$ cat src/rtl/seg7_pkg.sv
// Shared constants for the 7-segment bus reader: segment indices, glyph table and FSM states.
package seg7_pkg;

  localparam int unsigned SEG_A  = 0;
  localparam int unsigned SEG_B  = 1;
  localparam int unsigned SEG_C  = 2;
  localparam int unsigned SEG_D  = 3;
  localparam int unsigned SEG_E  = 4;
  localparam int unsigned SEG_F  = 5;
  localparam int unsigned SEG_G  = 6;
  localparam int unsigned SEG_DP = 7;

  // Entry n is the lit-segment pattern for hex digit n, leftmost bit is segment a.
  localparam logic [0:6] SEG_TABLE [16] = '{
    7'b1111110, 7'b0110000, 7'b1101101, 7'b1111001,
    7'b0110011, 7'b1011011, 7'b1011111, 7'b1110000,
    7'b1111111, 7'b1111011, 7'b1110111, 7'b0011111,
    7'b1001110, 7'b0111101, 7'b1001111, 7'b1000111
  };

  typedef enum logic [1:0] {
    ST_IDLE,
    ST_TRACK,
    ST_ACCEPT,
    ST_LOCKED
  } state_e;

endpackage

$ cat src/rtl/seg7_pattern_decode.sv
// Combinational lookup of a seven-segment pattern back to its hex nibble.
// Build option: SEG7_DEC_BLANK_EN treats the all-off pattern as a legal blank.
module seg7_pattern_decode
  import seg7_pkg::*;
(
  input  logic [0:6] seg,
  output logic       ok,
  output logic [3:0] nibble
`ifdef SEG7_DEC_BLANK_EN
  ,
  output logic       blank
`endif
);

  always_comb begin
    ok     = 1'b0;
    nibble = 4'h0;
    for (int unsigned i = 0; i < 16; i++) begin
      if (seg == SEG_TABLE[i]) begin
        ok     = 1'b1;
        nibble = 4'(i);
      end
    end
`ifdef SEG7_DEC_BLANK_EN
    blank = (seg == 7'b0000000);
    if (blank) begin
      ok = 1'b1;
    end
`endif
  end

endmodule

$ cat src/rtl/seg7_scan_decoder.sv
// Samples a multiplexed 7-segment bus and recovers per-digit nibbles with one change event per dwell.
// Build option: SEG7_DEC_BLANK_EN accepts the all-off pattern as a blank digit and adds blank_out.
module seg7_scan_decoder
  import seg7_pkg::*;
#(
  parameter int unsigned N_DIGITS      = 4,
  parameter int unsigned STABLE_CYCLES = 16
) (
  input  logic                  clk,
  input  logic                  rst_n,
  input  logic [0:7]            seg,
  input  logic [N_DIGITS-1:0]   dig_en,
  output logic [4*N_DIGITS-1:0] hex_out,
  output logic [N_DIGITS-1:0]   dp_out,
  output logic [N_DIGITS-1:0]   digit_ok,
  output logic                  evt_valid,
  input  logic                  evt_ready,
  output logic [2:0]            evt_digit,
  output logic [3:0]            evt_nibble,
  output logic                  evt_err,
  output logic                  overflow
`ifdef SEG7_DEC_BLANK_EN
  ,
  output logic [N_DIGITS-1:0]   blank_out
`endif
);

  localparam int unsigned CntW = $clog2(STABLE_CYCLES + 1);
  localparam logic [CntW-1:0] CntLast = CntW'(STABLE_CYCLES - 1);

  logic [0:7]          seg_q, snap_seg_q;
  logic [N_DIGITS-1:0] en_q, snap_en_q;
  logic [CntW-1:0]     cnt_q;
  state_e              state_q;

  logic       en_onehot, same, changed, new_evt, pop;
  logic       dec_ok;
  logic [3:0] dec_nibble;
  logic [2:0] snap_idx;
`ifdef SEG7_DEC_BLANK_EN
  logic       dec_blank;
`endif

  seg7_pattern_decode u_decode (
    .seg    (snap_seg_q[0:6]),
    .ok     (dec_ok),
    .nibble (dec_nibble)
`ifdef SEG7_DEC_BLANK_EN
    ,
    .blank  (dec_blank)
`endif
  );

  always_comb begin
    en_onehot = $onehot(en_q);
    same      = (seg_q == snap_seg_q) && (en_q == snap_en_q);
    snap_idx  = '0;
    changed   = 1'b0;
    for (int unsigned i = 0; i < N_DIGITS; i++) begin
      if (snap_en_q[i]) begin
        snap_idx = 3'(i);
        changed  = (hex_out[4*i +: 4] != dec_nibble) || (dp_out[i] != snap_seg_q[SEG_DP]) ||
                   (digit_ok[i] != dec_ok);
      end
    end
    pop     = evt_valid && evt_ready;
    new_evt = (state_q == ST_ACCEPT) && changed;
  end

  always_ff @(posedge clk) begin
    if (!rst_n) begin
      seg_q <= '0;
      en_q  <= '0;
    end else begin
      seg_q <= seg;
      en_q  <= dig_en;
    end
  end

  always_ff @(posedge clk) begin
    if (!rst_n) begin
      state_q    <= ST_IDLE;
      cnt_q      <= '0;
      snap_seg_q <= '0;
      snap_en_q  <= '0;
      hex_out    <= '0;
      dp_out     <= '0;
      digit_ok   <= '0;
      evt_valid  <= 1'b0;
      evt_digit  <= '0;
      evt_nibble <= '0;
      evt_err    <= 1'b0;
      overflow   <= 1'b0;
`ifdef SEG7_DEC_BLANK_EN
      blank_out  <= '0;
`endif
    end else begin
      // Any sample that breaks the current dwell becomes the new reference.
      if (state_q == ST_IDLE || !same) begin
        snap_seg_q <= seg_q;
        snap_en_q  <= en_q;
      end

      unique case (state_q)
        ST_IDLE: begin
          if (en_onehot) begin
            state_q <= ST_TRACK;
            cnt_q   <= CntW'(1);
          end
        end
        ST_TRACK: begin
          if (!en_onehot) begin
            state_q <= ST_IDLE;
            cnt_q   <= '0;
          end else if (!same) begin
            cnt_q <= CntW'(1);
          end else if (cnt_q == CntLast) begin
            state_q <= ST_ACCEPT;
            cnt_q   <= cnt_q + 1'b1;
          end else begin
            cnt_q <= cnt_q + 1'b1;
          end
        end
        ST_ACCEPT, ST_LOCKED: begin
          if (!en_onehot) begin
            state_q <= ST_IDLE;
            cnt_q   <= '0;
          end else if (!same) begin
            state_q <= ST_TRACK;
            cnt_q   <= CntW'(1);
          end else begin
            state_q <= ST_LOCKED;
          end
        end
        default: state_q <= ST_IDLE;
      endcase

      if (state_q == ST_ACCEPT) begin
        for (int unsigned i = 0; i < N_DIGITS; i++) begin
          if (snap_en_q[i]) begin
            hex_out[4*i +: 4] <= dec_nibble;
            dp_out[i]         <= snap_seg_q[SEG_DP];
            digit_ok[i]       <= dec_ok;
`ifdef SEG7_DEC_BLANK_EN
            blank_out[i]      <= dec_blank;
`endif
          end
        end
      end

      if (pop) begin
        evt_valid <= 1'b0;
      end
      // A slot freed by this cycle's handshake may be refilled immediately.
      if (new_evt) begin
        if (!evt_valid || pop) begin
          evt_valid  <= 1'b1;
          evt_digit  <= snap_idx;
          evt_nibble <= dec_nibble;
          evt_err    <= !dec_ok;
        end else begin
          overflow <= 1'b1;
        end
      end
    end
  end

endmodule

$ cat config.mk
export PLATFORM = sky130hd
export DESIGN_NAME = seg7_scan_decoder
export DESIGN_NICKNAME = d
export VERILOG_FILES = /design/src/rtl/seg7_pkg.sv /design/src/rtl/seg7_pattern_decode.sv /design/src/rtl/seg7_scan_decoder.sv
export SDC_FILE = /design/constraint.sdc
export NUM_CORES = 1
export LEC_CHECK = 0
export CAP_MARGIN = 20
export CORE_MARGIN = 2
export CORE_UTILIZATION = 37
export CTS_CLUSTER_SIZE = 12
export DETAILED_ROUTE_END_ITERATION = 7
export HOLD_SLACK_MARGIN = 0.15
export SETUP_SLACK_MARGIN = 0.3
export SYNTH_ARGS = -nofsm -noshare
export SYNTH_HDL_FRONTEND = slang
export SYNTH_HIERARCHICAL = 1
export SYNTH_SLANG_ARGS = --single-unit
$ cat constraint.sdc
create_clock -name clk -period 3.1 [get_ports clk]
set_input_delay 0.62 -clock clk [delete_from_list [all_inputs] [get_ports clk]]
set_output_delay 0.62 -clock clk [all_outputs]
set_load 0.005 [all_outputs]
==> results of run 1 <==
-- power by group --
| part | switching (µW) | leakage (µW) | internal [µW] | total [µW] |
|---|---|---|---|---|
| sequential | 24.2 | 0.000525 | 839 | 863 |
| clock | 322 | 0.0000993 | 392 | 714 |
| combinational | 64.2 | 0.00113 | 77.4 | 142 |
| total | 411 | 0.00175 | 1310 | 1720 |
-- worst paths after layout --
check / start / endpoint / slack (ns)
max reg2reg: snap_seg_q[4] / evt_nibble[3] / 0.45
min: evt_digit[0] / evt_digit[0] / 0.46
max: snap_seg_q[4] / evt_nibble[3] / 0.45
min reg2reg: evt_digit[0] / evt_digit[0] / 0.46
-- worst max-delay path, cell delays in order (launching register included) --
cell	delay (ns)
dfxtp_4	0.37
buf_4	0.17
nor2_2	0.11
nand2_2	0.07
o32a_1	0.32
a31oi_1	0.14
buf_4	0.21
buf_4	0.13
xnor2_1	0.07
nand3b_1	0.08
nor4_1	0.06
nor4_2	0.28
nor2b_4	0.35
mux2i_1	0.23
-- metrics by stage --
step	TNS [ns]	util, %	cells
after CTS	0	48.73	501
final	0	50.69	510
after global placement	-0.01947	45.80	482
after detailed placement	-0.3757	45.80	482
after floorplan	0	-	337
after global routing	0	50.69	510
-- synthesized netlist by cell type (all sizes together) --
| cell | instances |
|---|---|
| o32ai | 1 |
| nand4bb | 4 |
| nor4 | 5 |
| o32a | 1 |
| nor3b | 4 |
| o41ai | 1 |
| o21bai | 1 |
| nor4b | 2 |
| nand4b | 1 |
| nor2 | 6 |
| and2 | 24 |
| dfxtp | 64 |
| nand2b | 2 |
| a31oi | 5 |
| or4b | 1 |
| ha | 4 |
| nand4 | 9 |
| a21o | 2 |
| and3 | 1 |
| nand2 | 27 |
| nor3 | 7 |
| mux2i | 33 |
| buf | 16 |
| xor2 | 17 |
| o211ai | 1 |
| fa | 1 |
| nand3 | 6 |
| o2111ai | 1 |
| xnor2 | 23 |
| nand3b | 1 |
| inv | 11 |
| conb | 1 |
| o21ai | 6 |
| a21boi | 2 |
| and2b | 1 |
| o21a | 3 |
| a211o | 1 |
| clkbuf | 9 |
| nor2b | 28 |
| a21oi | 4 |
-- flip-flops by register name (all words and copies together) (netlist names), 2 cells and up --
name / cells
snap_seg_q: 8
digit_ok: 4
dp_out: 4
snap_en_q: 4
en_q: 4
evt_digit: 2
cnt_q: 5
state_q: 2
seg_q: 8
hex_out: 16
evt_nibble: 4
-- final cells by class --
| type | instances | area, µm² |
|---|---|---|
| clock buffers | 11 | 141.4 |
| repair buffers | 77 | 718.2 |
| inverters | 11 | 41.29 |
| well taps | 105 | 131.4 |
| clock inverters | 5 | 56.30 |
| multi-input cells | 237 | 1815 |
| fillers | 786 | 4093 |
| flip-flops and latches | 64 | 1303 |
-- what timing repair did --
item / CTS / global route
setup buffers: 3 / 9
resized for setup: 6 / 26
hold buffers: 0 / 0
pin swaps: 1 / 5
setup endpoints to repair: 7 / 13
-- per-layer routing --
layer	share of wire [%]	wire, µm	vias up	GRT usage [%]
met4	1.8	121	0	6.176
met1	48	3301	1074	19.11
met2	46	3175	54	24.47
met3	3.7	250	13	3.468
li1	-	-	1255	-
met5	0	0	-	0
-- cells by family after synthesis --
group,after synthesis
and+or+nand+nor,129
DFF,64
xor gates and xnor gates,40
buffers and inverters,36
muxes,33
AOI/OAI and AO/OA,29
adders and majority gates,5
other,1
==> impl_metrics.tcl, run 1 <==
set metrics [dict create \
    grt_pass1_vias 2287 \
    grt_pass1_wl_um 11370 \
    die-area_mm2 0.009414 \
    die_h_um 97.03 \
    design.core.area_mm2 0.008299 \
    rsz0062_at_grt "no" \
    io_buffers 47 \
    grt_max_degree 54 \
    clockRootBuffer "clkbuf_8" \
    synth_compound_area_share_pct 6.174 \
    cts_buffers 9 \
    final_antenna_net_count 0 \
    syn_inst 337 \
    synth_top_family_by_area "simple AND/OR/NAND/NOR gates" \
    irDropWorstVdd_uv 302.2 \
    yosys.area_share.adder_pct 2.188 \
    vias 2396 \
    endpoint_kind "flop" \
    hold_path_depth 2 \
    outcome "completed" \
    p_leak_uw 0.001754 \
    muxShareOfSynthArea_pct 10.32 \
    period_share_pct 85.40 \
    hold_class "reg2reg" \
    hpwl_um 5003 \
    maxSlewViolCount 0 \
    cts_tree "built" \
    reg2reg_depth 13 \
    io_pins 49 \
    max_freq_ghz 0.3777 \
    worst_slack_ns 0.4527 \
    rows 33 \
    p_total_uw 1719 \
    critPathMaxFanout 7 \
    antenna_found_initial 0 \
    synth-simple-area-share_pct 24.42 \
    drc 0 \
    dr.pass1.iters 4 \
    vias_per_cell 4.698 \
    start_util_pct 38.58 \
    final_cell_mix "dfxtp_1 (57), clkdlybuf4s50_1 (46), mux2i_1 (33)" \
    cts_buffer_depth 2 \
    hold_viol_final 0 \
    crit_type "reg2reg" \
    grt_overflow 0 \
    area_delta_synth_final_pct 31.38 \
    drt_iter0_drc 85 \
    antenna_cells 0 \
    nets 420 \
    h-tree-depth 3 \
    grtUsageTotal_pct 15.01 \
    skew_ns 0.008592 \
    place_congestion 0.8901 \
    final_cell_area_mm2 0.004207 \
    whs_ns 0.4630 \
    yosysSeqAreaShare_pct 40.02 \
    wl_um 6848 \
    p_per_area_mw_per_mm2 408.6 \
    synthXorXnorAreaFrac_pct 10.94 \
    place_ws_ns -0.06256 \
    yosysTopAreaCellShare_pct 40.02 \
    synth_warnings 6 \
    placed_cell_area_mm2 0.003801 \
    synth_area_leaders "dfxtp_1 (40%), mux2i_1 (10%), xnor2_1 (6.3%)" \
    synth_top_area_cell "dfxtp_1" \
    syn_nets 357 \
    path_clk_slew_ns 0.07 \
    setup_viol_count_final 0 \
    clock_sinks 64 \
    die_w_um 97.03 \
    ys_seq_elements 64 \
    max-cap-violations 0 \
    syn_area_mm2 0.003202 \
    routedWlPerCell_um 13.43 \
    min_period_ns 2.647 \
    final_common_cell "dfxtp_1" \
    avgSynthCellArea_um2 9.501 \
    drive_gt1_share_pct 17.78 \
    ys_types 47 \
    cp.arrival_ns 2.92 \
    clk_latency_ns 0.34 \
    crit_required_ns 3.37 \
    crit_path_start_kind "flop" \
]
No activity file was read; power rests on OpenSTA's default activity.
==> inputs of run 2 (changes only) <==
--- a/config.mk
+++ b/config.mk
@@ -6,7 +6,7 @@
 export NUM_CORES = 1
 export LEC_CHECK = 0
 export CAP_MARGIN = 20
-export CORE_MARGIN = 2
+export CORE_MARGIN = 5
 export CORE_UTILIZATION = 37
 export CTS_CLUSTER_SIZE = 12
 export DETAILED_ROUTE_END_ITERATION = 7
==> run 2 against run 1 <==
  * Register-to-register slack worse by 0.04 ns
  * Critical endpoint is now evt_digit[0]
  * Utilization is 1.5 points lower
  * Clock power is 0.7% higher
  * Clock skew is 0.0022 ns higher
==> impl_metrics.tcl, run 2 (synthesis gave the netlist of run 1 again) <==
set metrics [dict create \
    setup_viol_count_final 0 \
    endpoint "evt_digit[0]" \
    max-cap-violations 0 \
    ctsHoldBuffers 0 \
    area_delta_synth_final_pct 32.12 \
    endpoint_kind "flop" \
    min_period_ns 2.692 \
    grt_overflow 0 \
    grtUsageTotal_pct 13.80 \
    crit_start "snap_seg_q[2]" \
    final_cell_mix "dfxtp_1 (57), clkdlybuf4s50_1 (47), mux2i_1 (33)" \
    rsz0062_at_grt "no" \
    top_regs "hex_out: 16 flops, seg_q: 8 flops, snap_seg_q: 8 flops" \
    p_total_uw 1728 \
    vias 2468 \
    design.core.area_mm2 0.008593 \
    skew_ns 0.01082 \
    fillers 830 \
    timing.rr.end "evt_digit[0]" \
    clockRootBuffer "clkbuf_8" \
    max_stage_delay_ns 0.53 \
    regMostFlops "hex_out" \
    cts_tree "built" \
    start_util_pct 37.26 \
    crit_chain "nand2_1 > nand4bb_2 > o21a_1 > or4b_4 > buf_6 > xor2_2 > nor4_1 > nor4_2 > nor2b_4 > mux2i_1" \
    grt_pass1_vias 2356 \
    antenna_cells 0 \
    multi_input_area_mm2 0.001828 \
    drc 0 \
    cpMaxStageDelayCell "or4b_4" \
    die_w_um 103.0 \
    p_leak_uw 0.001754 \
    drt_iter0_drc 89 \
    vias_per_cell 4.792 \
    crit_required_ns 3.36 \
    hold_class "reg2reg" \
    period_share_pct 86.83 \
    path_delay_family "simple AND/OR/NAND/NOR gates" \
    rr_startpoint "snap_seg_q[2]" \
    final_antenna_net_count 0 \
    h-tree-depth 3 \
    grt_max_degree 36 \
    drive_gt1_share_pct 18.43 \
    io_pins 49 \
    die_h_um 103.0 \
    antenna_found_initial 0 \
    reg2reg_depth 10 \
    cts_buffer_depth 2 \
    dr.pass1.iters 4 \
    io_buffers 47 \
    final_common_cell "dfxtp_1" \
    final_util_pct 49.23 \
    irDropWorstVdd_uv 303.0 \
    finalSetupTns_ns 0 \
    hpwl_um 5182 \
    nets 422 \
    place_congestion 0.8418 \
    outcome "completed" \
    crit_type "reg2reg" \
    hold_viol_final 0 \
    clk_latency_ns 0.34 \
    rows 34 \
    die-area_mm2 0.01061 \
    cts_buffers 9 \
    clock_sinks 64 \
    max_freq_ghz 0.3715 \
    crit_cells 10 \
    critPathMaxFanout 8 \
    p_per_area_mw_per_mm2 408.6 \
    r2r_slack_ns 0.41 \
    cp.arrival_ns 2.95 \
    cp_num_buf_inv 1 \
    path_clk_slew_ns 0.07 \
    maxSlewViolCount 0 \
    crit_path_start_kind "flop" \
    routedWlPerCell_um 13.81 \
    hold_path_depth 2 \
    wl_um 7113 \
    grt_pass1_wl_um 11310 \
    largest_reg_flops 16 \
    regArea_mm2 0.001303 \
]
## run 2: area by class of cell
| cell class | count | share of cell area, % |
|---|---|---|
| Clock buffer | 11 | 3.342 |
| Clock inverter | 5 | 1.331 |
| Inverter | 11 | 0.9760 |
| Multi-Input combinational cell | 237 | 43.21 |
| Sequential cell | 64 | 30.79 |
| Tap cell | 108 | 3.194 |
| Timing Repair Buffer | 79 | 17.15 |
## run 2: worst register-to-register path, stage by stage, from the launching register on
cell       delay (ns)
dfxtp_2          0.37
nand2_1          0.12
nand4bb_2        0.15
o21a_1           0.17
or4b_4           0.53
buf_6            0.15
xor2_2           0.15
nor4_1           0.09
nor4_2           0.31
nor2b_4          0.35
mux2i_1          0.22
## run 2: per-layer routing
metal	global-route usage [%]	part of all wire [%]
met2	21.95	47
met1	17.84	47
met3	3.586	4.8
met5	0	0
met4	5.478	1.2
## run 2: metrics by stage
stage / worst slack, ns / cells / area, µm² / hold slack [ns]
after CTS: 0.3303 / 506 / 4045 / 0.4696
after floorplan: 0.4678 / 337 / 3202 / 0.4250
after global routing: 0.2689 / 515 / 4230 / 0.4896
final: 0.4084 / 515 / 4230 / 0.4597
after detailed placement: -0.01764 / 490 / 3835 / 0.4538
after global placement: 0.002891 / 490 / 3835 / 0.4333
## run 2: repair_timing
item	in CTS	in global routing
buffers inserted	0	8
resized for setup	4	27
endpoints found under the setup margin	7	13
hold endpoints to repair	0	0
cloned	0	1
pin swaps	0	8
## run 2: how the worst min path moves through the flow
| stage | to | startpoint | slack, ns |
|---|---|---|---|
| finish | cnt_q[4] | cnt_q[4] | 0.46 |
| global route | evt_digit[1] | evt_digit[1] | 0.49 |
| CTS | evt_nibble[1] | evt_nibble[1] | 0.47 |
| detailed placement | cnt_q[4] | cnt_q[4] | 0.45 |
| global placement | cnt_q[4] | cnt_q[4] | 0.43 |
| floorplan | cnt_q[4] | cnt_q[4] | 0.43 |
## run 2: report_power, final
part	internal, µW	switching (µW)	leakage (µW)
sequential	838	22.6	0.000525
combinational	80.6	67.8	0.00113
clock	392	327	0.0000993
total	1310	417	0.00175
